File: src/rtl/serializer_pkg.sv
// Shared definitions for the bit-serial link: FSM state encoding and the
// WIDTH-to-counter-width helper.
package serializer_pkg;

    localparam logic ST_IDLE  = 1'b0;
    localparam logic ST_SHIFT = 1'b1;

    typedef enum logic {
        S_IDLE  = ST_IDLE,
        S_SHIFT = ST_SHIFT
    } state_t;

    // Bits needed to count down from width-1 to 0.
    function automatic int cnt_width(input int width);
        return (width > 32'sd1) ? $clog2(width) : 32'sd1;
    endfunction

endpackage

File: src/rtl/piso_bit_cnt.sv
// Loadable down-counter tracking how many bits of the current word remain
// after the one being presented.
module piso_bit_cnt
    import serializer_pkg::*;
#(
    parameter int CNT_W = cnt_width(8)
) (
    input  logic             clk,
    input  logic             rst,
    input  logic             load,
    input  logic             en,
    input  logic [CNT_W-1:0] load_val,
    output logic [CNT_W-1:0] cnt,
    output logic             zero
);

    logic [CNT_W-1:0] cnt_r;

    // Count register: load has priority over decrement.
    always_ff @(posedge clk) begin
        if (!rst) begin
            cnt_r <= {CNT_W{1'b0}};
        end else if (load) begin
            cnt_r <= load_val;
        end else if (en) begin
            cnt_r <= cnt_r - CNT_W'(1);
        end else begin
            cnt_r <= cnt_r;
        end
    end

    assign cnt  = cnt_r;
    assign zero = (cnt_r == {CNT_W{1'b0}});

endmodule

File: src/rtl/piso_serializer.sv
// Parallel-in serial-out transmitter: valid/ready word input, one bit per
// enabled clock out, with a strobe marking the final bit of each word.
module piso_serializer
    import serializer_pkg::*;
#(
    parameter int WIDTH     = 8,
    parameter int MSB_FIRST = 1
) (
    input  logic             clk,
    input  logic             rst,
    input  logic [WIDTH-1:0] din,
    input  logic             din_valid,
    output logic             din_ready,
    input  logic             sout_en,
    output logic             sout,
    output logic             sout_valid,
    output logic             sout_last,
    output logic             busy
);

    localparam int CNT_W = cnt_width(WIDTH);

    state_t           state_r, state_d;
    logic [WIDTH-1:0] sr_r, sr_d;
    logic             sout_r, sout_d;
    logic             sout_valid_r, sout_valid_d;
    logic             sout_last_r, sout_last_d;
    logic [CNT_W-1:0] cnt_s;
    logic             zero_s;
    logic             accept_s;
    logic             shift_s;
    logic             end_s;

    assign din_ready = (state_r == S_IDLE) |
                       ((state_r == S_SHIFT) & sout_last_r & sout_en);
    assign accept_s  = din_valid & din_ready;
    assign shift_s   = (state_r == S_SHIFT) & sout_en & ~zero_s;
    assign end_s     = (state_r == S_SHIFT) & sout_en & sout_last_r;

    piso_bit_cnt #(
        .CNT_W (CNT_W)
    ) u_bit_cnt (
        .clk      (clk),
        .rst      (rst),
        .load     (accept_s),
        .en       (shift_s),
        .load_val (CNT_W'(WIDTH - 1)),
        .cnt      (cnt_s),
        .zero     (zero_s)
    );

    // Next-state logic; an accept on the last bit chains straight into the next word.
    always_comb begin
        state_d = state_r;
        case (state_r)
            S_IDLE: begin
                if (accept_s) begin
                    state_d = S_SHIFT;
                end else begin
                    state_d = S_IDLE;
                end
            end
            S_SHIFT: begin
                if (end_s && !accept_s) begin
                    state_d = S_IDLE;
                end else begin
                    state_d = S_SHIFT;
                end
            end
            default: state_d = S_IDLE;
        endcase
    end

    // Datapath next values: the presented bit always mirrors the head of sr.
    always_comb begin
        sr_d         = sr_r;
        sout_d       = sout_r;
        sout_valid_d = sout_valid_r;
        sout_last_d  = sout_last_r;
        if (accept_s) begin
            sr_d         = din;
            sout_d       = (MSB_FIRST != 32'sd0) ? din[WIDTH-1] : din[0];
            sout_valid_d = 1'b1;
            sout_last_d  = 1'b0;
        end else if (shift_s) begin
            if (MSB_FIRST != 32'sd0) begin
                sr_d   = {sr_r[WIDTH-2:0], 1'b0};
                sout_d = sr_r[WIDTH-2];
            end else begin
                sr_d   = {1'b0, sr_r[WIDTH-1:1]};
                sout_d = sr_r[1];
            end
            sout_valid_d = 1'b1;
            sout_last_d  = (cnt_s == CNT_W'(1));
        end else if (end_s) begin
            sout_valid_d = 1'b0;
            sout_last_d  = 1'b0;
        end else begin
            sout_valid_d = sout_valid_r;
            sout_last_d  = sout_last_r;
        end
    end

    // State, shift register and output registers.
    always_ff @(posedge clk) begin
        if (!rst) begin
            state_r      <= S_IDLE;
            sr_r         <= {WIDTH{1'b0}};
            sout_r       <= 1'b0;
            sout_valid_r <= 1'b0;
            sout_last_r  <= 1'b0;
        end else begin
            state_r      <= state_d;
            sr_r         <= sr_d;
            sout_r       <= sout_d;
            sout_valid_r <= sout_valid_d;
            sout_last_r  <= sout_last_d;
        end
    end

    assign sout       = sout_r;
    assign sout_valid = sout_valid_r;
    assign sout_last  = sout_last_r;
    assign busy       = (state_r == S_SHIFT);

endmodule

File: config.mk
export PLATFORM = sky130hd
export DESIGN_NAME = piso_serializer
export DESIGN_NICKNAME = d
export VERILOG_FILES = /design/src/rtl/serializer_pkg.sv /design/src/rtl/piso_bit_cnt.sv /design/src/rtl/piso_serializer.sv
export SDC_FILE = /design/constraint.sdc
export NUM_CORES = 1
export LEC_CHECK = 0
export BUFFER_PORTS_ARGS = -buffer_cell sky130_fd_sc_hd__clkbuf_2
export CAP_MARGIN = 20
export CORE_AREA = 2 2 43 45
export DETAILED_ROUTE_END_ITERATION = 12
export DIE_AREA = 0 0 45 47
export PLACE_DENSITY = 0.72
export SLEW_MARGIN = 20
export SYNTH_ARGS = -nofsm -noshare
export SYNTH_HDL_FRONTEND = slang
export SYNTH_HIERARCHICAL = 1
export SYNTH_SLANG_ARGS = --single-unit
export TNS_END_PERCENT = 30
File: constraint.sdc
create_clock -name clk -period 2.1 [get_ports clk]
set_clock_uncertainty 0.15 [all_clocks]
set_input_delay 0.21 -clock clk [delete_from_list [all_inputs] [get_ports clk]]
set_output_delay 0.21 -clock clk [all_outputs]
set_load 0.01 [all_outputs]
==> reports/qor.csv <==
stage;metric;value;unit
cts;hold buffers post-CTS;0;
cells_and_area;layout cells sized above 1;0.364;
sta;RSZ-0062 raised after global routing;false;
global_routing;vias in the first global route;602;
synthesis;mapped cell area;791;µm²
critical_path;CP Capture Type;register;
synthesis;count leader, synth;nand2_1;
drt;via count;683;
placed_design;HPWL after DPL;1190;µm
synthesis;Syn Area/Cell;9.19;µm²
synthesis;Yosys top cell area share;0.354;
synthesis;asr flop ratio synth;0;
floorplanning;full die area;2120;µm²
flow_run;number of max-cap violations;0;
floorplanning;Die Wd;45;µm
cts;# Post-CTS Setup Buffers;0;
drt;WL/cell;13.5;µm
critical_path;Worst EP arrival;1.91;ns
floorplanning;Rows;15;
floorplanning;Die Span Y;47;µm
sta;Rel. slew slack;0.661;
synthesis;register area share after synthesis;0.354;
sta;WHS;0.0207;ns
critical_path;Critical Path RT;2.15;ns
pwr;maximum vdd drop;0.315;mV
global_routing;first-pass GRT wire length;2660;µm
cts;CTS tree;built;
synthesis;synthesized netlist cell count;86;
floorplanning;core area;1650;µm²
cts;H-tree levels;1;
synthesis;top cells by area, synth;dfxtp_1 35%, a311oi_2 13%, nand2_1 8.1%, nor3_1 4.4%, ha_1 3.2%;
floorplanning;I/O pins;17;
drt;WL final;1670;µm
synthesis;Yosys top cell by area;dfxtp_1;
critical_path;critical path launch point type;register;
floorplanning;Initial Util;0.479;
critical_path;worst r2r path cells;7;
sta;Setup violations, final;0;
global_routing;grt ovf;0;
drt;Detailed Route Iter0 Violations;13;
cts;Clk pin slew, worst setup/hold paths;0.09;ns
critical_path;Crit Path Category;reg2reg;
cts;total CTS buffers;3;
drt;DR pass1 iterations;4;
placed_design;Port-buffer cells;16;
sta;Max Freq;537;MHz
cts;Root Driver;clkbuf_4;
cts;Max Root-Sink Buffers;2;
cells_and_area;final net count;122;
min_path;Hold Crit Class;in2reg;
min_path;hold-critical path depth;3;
cts;clock sink count;14;
drt;Routed Antenna Nets;0;
cts;Clock Latency Late Sink;0.28;ns
synthesis;number of enable flip-flop cells after synthesis;0;
cells_and_area;ant diodes;0;
pwr;pwr dens;680;nW/µm²
synthesis;Seq cells post-synth;14;
global_routing;initial antenna violation count;0;
sta;Slew @ Worst Pin;0.508;ns
sta;endpoints failing hold;0;
synthesis;ys flop type;dfxtp_1;
placed_design;routability cong.;0.813;
outcome;status;finished, final reports clean;
synthesis;synth cell count leaders;17 x nand2_1, 14 x dfxtp_1, 7 x a311oi_2, 7 x nor3_1, 4 x inv_1;
global_routing;overall routing resource usage;0.176;
global_routing;largest net degree at the start of global routing;13;
cells_and_area;area delta synth->final;17.4;%
sta;Pins Over Slew Limit;0;
pwr;Static Leak;0.396;nW
drt;Residual DRC;0;
sta;part of the cycle the worst path needs;0.888;
critical_path;worst-path fanout max;12;
cts;post-CTS sizing;0;
sta;min Tclk post-route;1.86;ns
sta;final setup TNS;0;ns
synthesis;Syn. warnings;6;
synthesis;post-synthesis cell type count;32;
drt;Via density;5.51;
[path summary, 6_finish.rpt]
path / from / to / slack [ns]
worst max-delay path: u_bit_cnt/cnt[0]$_SDFFE_PN0P_ / sr_r[4]$_SDFFE_PN0P_ / 0.24
worst min-delay path: din[0] / sr_r[0]$_SDFFE_PN0P_ / 0.02
worst max register to register: u_bit_cnt/cnt[0]$_SDFFE_PN0P_ / sr_r[4]$_SDFFE_PN0P_ / 0.24
worst min register to register: sr_r[2]$_SDFFE_PN0P_ / sr_r[2]$_SDFFE_PN0P_ / 0.37
[where the power goes]
group	switching, mW	internal [mW]	total (mW)	leakage, nW
logic	0.0708	0.0599	0.131	0.259
clock network	0.0924	0.105	0.198	0.0210
registers	0.0154	0.287	0.303	0.116
[metal layers]
metal	GRT usage	vias to the layer above	part of all wire
met3	0.0385	2	0.054
met2	0.269	15	0.48
li1	-	345	-
met1	0.234	321	0.45
met5	0	-	0
met4	0.0882	0	0.0072
[worst max-delay path, cell delays in order (launching register included)]
cell,delay (ns)
dfxtp_1,0.37
inv_1,0.06
ha_1,0.20
ha_1,0.21
nand3b_4,0.23
inv_2,0.20
nand2_1,0.10
a311oi_2,0.26
[cells by family after synthesis]
group / Yosys count / share of synthesized area
AOI/OAI and AO/OA: 17 / 0.255
xor gates and xnor gates: 1 / 0.0111
adders and majority gates: 2 / 0.0316
buffers and inverters: 11 / 0.0712
DFF: 14 / 0.354
other: 1 / 0.00474
and+or+nand+nor: 40 / 0.272
[area by class of cell]
class / count / area [µm²]
fillers: 163 / 723
flip-flops and latches: 14 / 280
well taps: 17 / 21.3
repair buffers: 18 / 95.1
clock buffers: 4 / 36.3
multi-input cells: 63 / 462
inverters: 8 / 33.8
[flip-flops by register name (all words and copies together) (netlist names)]
name           cells
sout_last          1
sout               1
u_bit_cnt/cnt      3
busy               1
sr_r               7
sout_valid         1
[placed cells by master (no fill, tap or decap), drive strengths merged, types with 3 or more instances in the layout]
| master | netlist | routed |
|---|---|---|
| a311oi | 7 | 7 |
| clkbuf | 1 | 20 |
| conb | 1 | 3 |
| dfxtp | 14 | 14 |
| inv | 7 | 7 |
| nand2 | 17 | 17 |
| nand2b | 3 | 3 |
| nand3 | 3 | 3 |
| nor2 | 3 | 3 |
| nor3 | 7 | 7 |
[through the flow]
step	setup WS, ns	cells	area (µm²)	power [mW]	utilization
6_report	0.236	124	928	0.631	0.562
5_1_grt	0.0853	124	928	0.670	0.562
4_1_cts	0.244	124	928	0.636	0.562
3_5_place_dp	0.281	120	892	0.438	0.540
3_3_place_gp	0.353	120	892	0.434	0.540
2_1_floorplan	0.454	88	798	0.399	-
Power figures use the tool's default switching activity.
